[src/rtl/draw_ctrl_pkg.sv]
// Shared constants and state encoding for the CHIP-8 draw controller.
package draw_ctrl_pkg;

    localparam logic [15:0] OP_CLS      = 16'h00E0;
    localparam logic [3:0]  OP_DRAW_NIB = 4'hD;
    localparam logic [3:0]  REG_VF      = 4'hF;

    localparam int SCR_X_W = 6;
    localparam int SCR_Y_W = 5;

    localparam int CLS_CYCLES_DEFAULT  = 2048;
    localparam int START_GUARD_DEFAULT = 3;

    // Wide enough for the clear wait and the post-request guard.
    localparam int CNT_W = 16;

    typedef enum logic [3:0] {
        ST_IDLE,
        ST_RD_X,
        ST_RD_Y,
        ST_CAP_Y,
        ST_ISSUE,
        ST_GUARD,
        ST_WAIT,
        ST_WB,
        ST_CLS_ISSUE,
        ST_CLS_WAIT,
        ST_FIN
    } state_e;

    // True for any DXYN sprite-draw instruction.
    function automatic logic isDrawOp(input logic [15:0] op);
        return op[15:12] == OP_DRAW_NIB;
    endfunction

endpackage

[src/rtl/draw_ctrl.sv]
// CPU-side initiator for the sprite-draw engine: runs CLS (00E0) and DXYN,
// fetching Vx/Vy, requesting the engine and writing the collision flag to VF.
module draw_ctrl
    import draw_ctrl_pkg::*;
#(
    parameter int CLS_CYCLES  = CLS_CYCLES_DEFAULT,
    parameter int START_GUARD = START_GUARD_DEFAULT
) (
    input  logic        clk,
    input  logic        rst,
    input  logic        start,
    input  logic [15:0] opcode,
    input  logic [15:0] I,
    output logic        done,
    output logic        busy,
    output logic        err,
    output logic [3:0]  rf_raddr,
    input  logic [7:0]  rf_rdata,
    output logic        rf_we,
    output logic [3:0]  rf_waddr,
    output logic [7:0]  rf_wdata,
    output logic        draw_en,
    output logic        draw_cls_en,
    output logic [15:0] draw_I,
    output logic [10:0] draw_start_pix,
    output logic [3:0]  draw_nibbles,
    input  logic        draw_busy,
    input  logic        draw_col
);

    state_e               state_q, state_d;
    logic [15:0]          opcode_q, opcode_d;
    logic [15:0]          iReg_q, iReg_d;
    logic [SCR_X_W-1:0]   x_q, x_d;
    logic [SCR_Y_W-1:0]   y_q, y_d;
    logic [CNT_W-1:0]     cnt_q, cnt_d;
    logic                 colAcc_q, colAcc_d;
    logic [15:0]          drawI_q, drawI_d;
    logic [10:0]          drawPix_q, drawPix_d;
    logic [3:0]           drawNib_q, drawNib_d;
    logic                 isIllegal;
    logic                 unusedRdataBits;

    // Coordinates wrap by truncation, so the top bits of Vx/Vy are dropped.
    assign unusedRdataBits = ^rf_rdata[7:6];

    assign isIllegal = !((opcode_q == OP_CLS) || isDrawOp(opcode_q));

    // The engine sees fresh request fields during the en pulse and held copies afterwards.
    assign draw_I         = draw_en ? iReg_q          : drawI_q;
    assign draw_start_pix = draw_en ? {y_q, x_q}      : drawPix_q;
    assign draw_nibbles   = draw_en ? opcode_q[3:0]   : drawNib_q;

    // State and datapath registers; reset aborts any operation in flight.
    always_ff @(posedge clk) begin
        if (rst) begin
            state_q   <= ST_IDLE;
            opcode_q  <= '0;
            iReg_q    <= '0;
            x_q       <= '0;
            y_q       <= '0;
            cnt_q     <= '0;
            colAcc_q  <= 1'b0;
            drawI_q   <= '0;
            drawPix_q <= '0;
            drawNib_q <= '0;
        end else begin
            state_q   <= state_d;
            opcode_q  <= opcode_d;
            iReg_q    <= iReg_d;
            x_q       <= x_d;
            y_q       <= y_d;
            cnt_q     <= cnt_d;
            colAcc_q  <= colAcc_d;
            drawI_q   <= drawI_d;
            drawPix_q <= drawPix_d;
            drawNib_q <= drawNib_d;
        end
    end

    // Next-state sequencing, handshakes and register-file/engine strobes.
    always_comb begin
        state_d     = state_q;
        opcode_d    = opcode_q;
        iReg_d      = iReg_q;
        x_d         = x_q;
        y_d         = y_q;
        cnt_d       = cnt_q;
        colAcc_d    = colAcc_q;
        drawI_d     = drawI_q;
        drawPix_d   = drawPix_q;
        drawNib_d   = drawNib_q;
        done        = 1'b0;
        busy        = 1'b1;
        err         = 1'b0;
        rf_raddr    = 4'h0;
        rf_we       = 1'b0;
        rf_waddr    = 4'h0;
        rf_wdata    = 8'h00;
        draw_en     = 1'b0;
        draw_cls_en = 1'b0;

        case (state_q)
            ST_IDLE: begin
                busy = start;
                if (start) begin
                    opcode_d = opcode;
                    iReg_d   = I;
                    if (opcode == OP_CLS) begin
                        state_d = ST_CLS_ISSUE;
                    end else if (isDrawOp(opcode)) begin
                        state_d = ST_RD_X;
                    end else begin
                        state_d = ST_FIN;
                    end
                end
            end
            ST_RD_X: begin
                rf_raddr = opcode_q[11:8];
                state_d  = ST_RD_Y;
            end
            ST_RD_Y: begin
                rf_raddr = opcode_q[7:4];
                x_d      = rf_rdata[SCR_X_W-1:0];
                state_d  = ST_CAP_Y;
            end
            ST_CAP_Y: begin
                y_d = rf_rdata[SCR_Y_W-1:0];
                if (opcode_q[3:0] == 4'h0) begin
                    colAcc_d = 1'b0;
                    state_d  = ST_WB;
                end else begin
                    state_d  = ST_ISSUE;
                end
            end
            ST_ISSUE: begin
                if (!draw_busy) begin
                    draw_en   = 1'b1;
                    drawI_d   = iReg_q;
                    drawPix_d = {y_q, x_q};
                    drawNib_d = opcode_q[3:0];
                    colAcc_d  = 1'b0;
                    cnt_d     = CNT_W'(START_GUARD - 1);
                    state_d   = ST_GUARD;
                end
            end
            ST_GUARD: begin
                colAcc_d = colAcc_q | draw_col;
                if (cnt_q == '0) begin
                    state_d = ST_WAIT;
                end else begin
                    cnt_d = cnt_q - CNT_W'(1);
                end
            end
            ST_WAIT: begin
                colAcc_d = colAcc_q | draw_col;
                if (!draw_busy) begin
                    state_d = ST_WB;
                end
            end
            ST_WB: begin
                rf_we    = 1'b1;
                rf_waddr = REG_VF;
                rf_wdata = {7'b0, colAcc_q};
                state_d  = ST_FIN;
            end
            ST_CLS_ISSUE: begin
                if (!draw_busy) begin
                    draw_cls_en = 1'b1;
                    cnt_d       = CNT_W'(CLS_CYCLES - 1);
                    state_d     = ST_CLS_WAIT;
                end
            end
            ST_CLS_WAIT: begin
                if (cnt_q == '0) begin
                    state_d = ST_FIN;
                end else begin
                    cnt_d = cnt_q - CNT_W'(1);
                end
            end
            ST_FIN: begin
                done    = 1'b1;
                busy    = 1'b0;
                err     = isIllegal;
                state_d = ST_IDLE;
            end
            default: begin
                busy    = 1'b0;
                state_d = ST_IDLE;
            end
        endcase
    end

endmodule

[config.mk]
export PLATFORM = sky130hd
export DESIGN_NAME = draw_ctrl
export DESIGN_NICKNAME = d
export VERILOG_FILES = /design/src/rtl/draw_ctrl_pkg.sv /design/src/rtl/draw_ctrl.sv
export SDC_FILE = /design/constraint.sdc
export NUM_CORES = 1
export LEC_CHECK = 0
export ABC_AREA = 1
export BUFFER_PORTS_ARGS = -buffer_cell sky130_fd_sc_hd__buf_4
export CAP_MARGIN = 20
export CORE_ASPECT_RATIO = 0.6
export CORE_MARGIN = 1.5
export CORE_UTILIZATION = 45
export CTS_BUF_LIST = sky130_fd_sc_hd__clkbuf_4 sky130_fd_sc_hd__clkbuf_8
export CTS_CLUSTER_DIAMETER = 30
export DETAILED_ROUTE_END_ITERATION = 7
export MAX_ROUTING_LAYER = met4
export PLACE_DENSITY = 0.68
export SYNTH_ARGS = -nofsm -noshare
export SYNTH_HDL_FRONTEND = slang
export SYNTH_SLANG_ARGS = --single-unit
[constraint.sdc]
create_clock -name clk -period 3 [get_ports clk]
set_input_delay 0.3 -clock clk [delete_from_list [all_inputs] [get_ports clk]]
set_output_delay 0.3 -clock clk [all_outputs]
set_load 0.005 [all_outputs]
==> results of run 1 <==
## flip-flops by register name, indices dropped and copies added, names as in the netlist
signal,flops
drawNib_q,4
drawPix_q,11
y_q,5
opcode_q,16
drawI_q,16
cnt_q,16
state_q,4
x_q,6
iReg_q,16
colAcc_q,1
## logic make-up after synthesis
logic type | share of synthesized area [%]
and+or+nand+nor | 19.87
AOI/OAI and AO/OA | 23.10
buffers and inverters | 14.58
DFF | 41.90
xor gates and xnor gates | 0.1930
adders and majority gates | 0.2756
other | 0.08261
## per-layer routing
metal / up-vias / global-route usage, %
met3: 15 / 4.994
met5: - / -
li1: 2172 / -
met4: 0 / 6.484
met2: 166 / 30.52
met1: 1893 / 30.79
## worst max-delay path, stage by stage (launching register included)
cell     delay (ps)
dfxtp_1         410
inv_1           100
nor2_4          160
nand3_1         160
inv_2           330
buf_12          280
or2_2           150
inv_1            40
a21oi_1         170
buf_4           150
## area by class of cell
cell class                 count  area, sq um
clock buffer                  11        145.1
multi-input combinational    394         1998
sequential                    95         1902
inverter                     113        424.2
timing repair buffer          91        695.7
fill                         943         4466
tap                          135        168.9
clock inverter                 3        45.04
## path summary, 6_finish.rpt
check | start | to | slack [ps] | cells after the start
worst min register to register | x_q[4]$_SDFFE_PP0P_ | x_q[4]$_SDFFE_PP0P_ | 480 | 2
worst max register to register | state_q[2]$_SDFFE_PP0P_ | cnt_q[5]$_SDFFE_PP0P_ | 700 | 9
worst min-delay path | opcode[13] | opcode_q[13]$_SDFFE_PP0P_ | 220 | 3
worst max-delay path | state_q[2]$_SDFFE_PP0P_ | draw_I[2] | 380 | 9
## power by group through the flow
stage | sequential, uW | clock [uW] | combinational [uW]
finish | 1650 | 827 | 1660
global route | 1680 | 903 | 1890
CTS | 1650 | 858 | 1640
detailed placement | 1680 | 0 | 1640
global placement | 1670 | 0 | 1580
floorplan | 1640 | 0 | 1240
## stage by stage
stage | power, uW | cell area [sq um] | setup WS, ps
global route | 4473 | 5379 | 185.0
global placement | 3248 | 5189 | 843.0
floorplan | 2887 | 4562 | 1495
CTS | 4151 | 5379 | 377.0
finish | 4143 | 5379 | 381.5
detailed placement | 3316 | 5189 | 783.5
## cells in the final DEF, fill, tap and decap left out, types with 2 or more instances in the layout
| cell | n |
|---|---|
| conb_1 | 7 |
| a211oi_1 | 31 |
| nand3b_1 | 3 |
| inv_1 | 108 |
| buf_4 | 90 |
| nand4_1 | 4 |
| nor2_4 | 3 |
| nor3_1 | 6 |
| clkbuf_8 | 10 |
| clkinvlp_4 | 2 |
| o22ai_1 | 4 |
| nand3_1 | 18 |
| a21oi_1 | 92 |
| nand2_1 | 62 |
| o21ai_1 | 5 |
| nor2_1 | 58 |
| nor4_1 | 2 |
| inv_2 | 5 |
| nand2_2 | 3 |
| o21ai_0 | 55 |
| dfxtp_1 | 95 |
| or2_2 | 34 |
==> summary.md, run 1 <==
| Metric | Value |
|---|---|
| Outcome | complete, no violations |
| WL met3 | 880 microns |
| Comb pwr share | 40.2% |
| Switching power total | 1650 uW |
| First drt pass iteration count | 5 |
| Layout area overhead | 18.50% |
| Std cell rows | 28 |
| Sequential power share | 39.9% |
| Final Hold Vio Count | 0 |
| Die H | 80.80 microns |
| Post-synth EDFFs | 0 |
| Critical Path AT | 2320 ps |
| Min-Delay Path Class | input pin to flop |
| GRT Overall Usage | 21.68% |
| Root buffer selected by CTS | clkbuf_8 |
| Max-slew violation count | 0 |
| Worst-margin pin slew | 906.7 ps |
| Post-CTS Setup Repair Bufs | 0 |
| CP startpoint kind | flop |
| Initial drt markers | 299 |
| Layout cells sized above 1 | 21.50% |
| Synth cell count leaders | inv_1 (108), dfxtp_1 (95), a21oi_1 (92) |
| Top_reg_cell synth | dfxtp_1 |
| DR WL/cell | 13.09 microns |
| Synth Instances | 637 |
| Post-route setup TNS | 0 ps |
| Vias | 4246 |
| Die footprint | 0.01072 sq mm |
| Peak VDD IR | 0.0002902 V |
| H-tree lvl count | 3 |
| Finished Layout Cells | 842 |
| Core Util, Final | 54.64% |
| Vias per cell | 5.043 |
| Top Layer Used | met4 |
| Worst Setup Path Type | flop to output port |
| Period Utilization, post-route | 87.28% |
| Clock Skews | 10.32 ps |
| Top cells by area, synth | dfxtp_1 (42%), a21oi_1 (10%), inv_1 (8.9%) |
| Share of the synthesized area in the top cell type | 41.90% |
| Int Power | 2493 uW |
| Final net count | 750 |
| Most common cell in the netlist | inv_1 |
| Hold Buf Count CTS | 0 |
| Latest clock arrival within the worst-skew pair | 350 ps |
| Diodes inserted | 0 |
| Vias in the first global route | 3732 |
| Congestion Overflow GR | 0 |
| Inst Count DP | 828 |
| Boundary Pins | 98 |
| Clock transition at path regs | 80 ps |
| Clock sinks | 95 |
| GPL Wtd Cong | 0.9174 |
| Drc violations | 0 |
| TritonCTS buffer count | 9 |
| Slew margin rel. | 39.47% |
| CP endpoint kind | output port |
| Post-route ant nets | 0 |
| #FFs+latches synth | 95 |
| Cell Pwr Density | 770.3 mW/mm^2 |
| Largest net degree at the start of global routing | 61 |
| Synth Area per Inst | 7.126 sq um |
| Wire length of the first global-routing pass | 17800 microns |
| CTS tree | done |
| Max cap viols | 0 |
| Starting Density | 46.11% |
| Fin crit period | 2619 ps |
| I/O Buffers | 88 |
| Die width | 132.7 microns |
| Post-CTS resize count | 0 |
| Top cell type by total area after synthesis | dfxtp_1 |
| Placeable Area | 0.009844 sq mm |
| Routed WL | 11020 microns |
| Clock network power share | 20.0% |
| Leakage | 0.002479 uW |
| Register area share after synthesis | 41.90% |
| Synth async-reset ratio | 0% |
| Setup Viol. Count Final | 0 |
| M1 wire length | 5623 microns |
| DR WL met2 | 4404 microns |
| Sw frac | 39.83% |
| WHS | 222.8 ps |
| Initial antenna violation count | 0 |
| Post-synthesis cell area | 0.004539 sq mm |
| Yosys warns | 0 |
| Largest fanout on the critical path | 57 |
| Clock buffer depth | 2 |
| CP required | 2700 ps |
| Library cells used by synthesis | 32 |
| RSZ-0062 raised after global routing | no |
| Fmax | 381.9 MHz |
| Final HPWL DP | 7885 microns |
No activity file was read; power rests on OpenSTA's default activity.
==> inputs of run 2 (changes only) <==
Settings changed: CTS_BUF_LIST sky130_fd_sc_hd__clkbuf_4 sky130_fd_sc_hd__clkbuf_8 to unset.
==> run 2 against run 1 <==
Net effect: final cell count unchanged; first-iteration DRC count up 6.4%; die area unchanged; sequential share of layout area down 0.63 points; wire length up 0.98%; register-to-register slack about the same; sequential power about the same; hold slack better by 19 ps; critical path depth unchanged; largest cell class unchanged; largest power group unchanged.
==> summary.md, run 2 (same netlist as run 1, synthesis figures left out) <==
| Metric | Value |
|---|---|
| Setup Viol. Count Final | 0 (unchanged) |
| Worst Setup Path Type | flop to output port (unchanged) |
| Cell Pwr Density | 811.1 mW/mm^2 (was 770.3 mW/mm^2) |
| Layout cells sized above 1 | 21.36% (was 21.50%) |
| Min-Delay Path Class | input pin to flop (unchanged) |
| DR WL/cell | 13.22 microns (was 13.09 microns) |
| Worst-margin pin slew | 906.4 ps (was 906.7 ps) |
| Clock Skews | 5.586 ps (was 10.32 ps) |
| Latest clock arrival within the worst-skew pair | 340 ps (was 350 ps) |
| Starting Density | 46.11% (unchanged) |
| Slew margin rel. | 39.48% (was 39.47%) |
| Congestion Overflow GR | 0 (unchanged) |
| Most frequent cells in the layout | inv_1 (108), dfxtp_1 (95), a21oi_1 (92) (unchanged) |
| I/O Buffers | 88 (unchanged) |
| Period Utilization, post-route | 86.18% (was 87.28%) |
| Max-slew violation count | 0 (unchanged) |
| CP required | 2700 ps (about the same) |
| Initial drt markers | 318 (was 299) |
| Boundary Pins | 98 (unchanged) |
| Placeable Area | 0.009844 sq mm (unchanged) |
| Peak VDD IR | 0.0003842 V (was 0.0002902 V) |
| Fmax | 386.8 MHz (was 381.9 MHz) |
| Critical Path AT | 2290 ps (was 2320 ps) |
| Final net count | 750 (unchanged) |
| Die H | 80.80 microns (unchanged) |
| Commonest non-fill, non-tap cell in the layout | inv_1 (unchanged) |
| Clock sinks | 95 (unchanged) |
| Layout area overhead | 20.64% (was 18.50%) |
| Drc violations | 0 (unchanged) |
| Largest net degree at the start of global routing | 61 (unchanged) |
| H-tree lvl count | 3 (unchanged) |
| GRT Overall Usage | 22.00% (was 21.68%) |
| Diodes inserted | 0 (unchanged) |
| Die footprint | 0.01072 sq mm (unchanged) |
| Post-route setup TNS | 0 ps (unchanged) |
| Vias per cell | 5.070 (was 5.043) |
| TritonCTS buffer count | 9 (unchanged) |
| Fin crit period | 2585 ps (was 2619 ps) |
| Post-CTS resize count | 0 (unchanged) |
| Wire length of the first global-routing pass | 17970 microns (was 17800 microns) |
| CTS tree | done (unchanged) |
| GPL Wtd Cong | 0.9174 (unchanged) |
| Initial antenna violation count | 0 (unchanged) |
| RSZ-0062 raised after global routing | no (unchanged) |
| Finished Layout Cells | 842 (unchanged) |
| Inst Count DP | 828 (unchanged) |
| Root buffer selected by CTS | clkbuf_16 (was clkbuf_8) |
| Final Hold Vio Count | 0 (unchanged) |
| First drt pass iteration count | 5 (unchanged) |
| Largest fanout on the critical path | 57 (unchanged) |
| Final HPWL DP | 7885 microns (unchanged) |
| CP startpoint kind | flop (unchanged) |
| Leakage | 0.002522 uW (was 0.002479 uW) |
| Die width | 132.7 microns (unchanged) |
| Routed WL | 11130 microns (was 11020 microns) |
| Post-CTS Setup Repair Bufs | 0 (unchanged) |
| Outcome | complete, no violations (unchanged) |
| Clock transition at path regs | 60 ps (was 80 ps) |
| CP endpoint kind | output port (unchanged) |
| Vias in the first global route | 3735 (was 3732) |
| Std cell rows | 28 (unchanged) |
| Vias | 4269 (was 4246) |
| Post-route ant nets | 0 (unchanged) |
| Max cap viols | 0 (unchanged) |
| Clock buffer depth | 2 (unchanged) |
| Hold Buf Count CTS | 0 (unchanged) |
[run 2: layout make-up]
class / count / area [sq um]
fill: 935 / 4368
inverter: 113 / 424.2
multi-input combinational: 394 / 1998
sequential: 95 / 1902
clock buffer: 11 / 242.7
tap: 135 / 168.9
timing repair buffer: 91 / 695.7
clock inverter: 3 / 45.04
[run 2: path summary, 6_finish.rpt]
path / to / slack, ps / cells past startpoint / from
setup / recovery: draw_start_pix[2] / 410 / 9 / state_q[2]$_SDFFE_PP0P_
hold reg to reg: iReg_q[14]$_SDFFE_PP0P_ / 480 / 2 / iReg_q[14]$_SDFFE_PP0P_
hold / removal: opcode_q[13]$_SDFFE_PP0P_ / 240 / 3 / opcode[13]
setup reg to reg: cnt_q[5]$_SDFFE_PP0P_ / 710 / 9 / state_q[2]$_SDFFE_PP0P_
[run 2: stage by stage]
stage	util (%)	setup slack, ps	area [sq um]	hold slack [ps]	power, uW
2_1_floorplan	-	1495	4562	444.0	2887
3_3_place_gp	52.71	843.0	5189	460.0	3248
3_5_place_dp	52.71	783.5	5189	467.0	3316
4_1_cts	55.63	399.0	5477	222.7	4451
5_1_grt	55.63	223.0	5477	248.6	4769
6_report	55.63	414.5	5477	242.2	4442
[run 2: worst max-delay path: stages, from the launching register on]
cell     delay [ps]
dfxtp_1         410
inv_1           100
nor2_4          170
nand3_1         150
inv_2           320
buf_12          280
or2_2           150
inv_1            40
a21oi_1         160
buf_4           140
[run 2: report_power, final]
group          total [uW]  internal, uW  switching, uW
Clock                1120           659            458
Combinational        1670           566           1100
Sequential           1650          1520            134
[run 2: metal layers]
metal | part of all wire [%] | track usage (%)
met2 | 40 | 31.05
met4 | 1.4 | 7.473
met5 | 0 | -
met3 | 7.1 | 4.869
met1 | 52 | 31.02
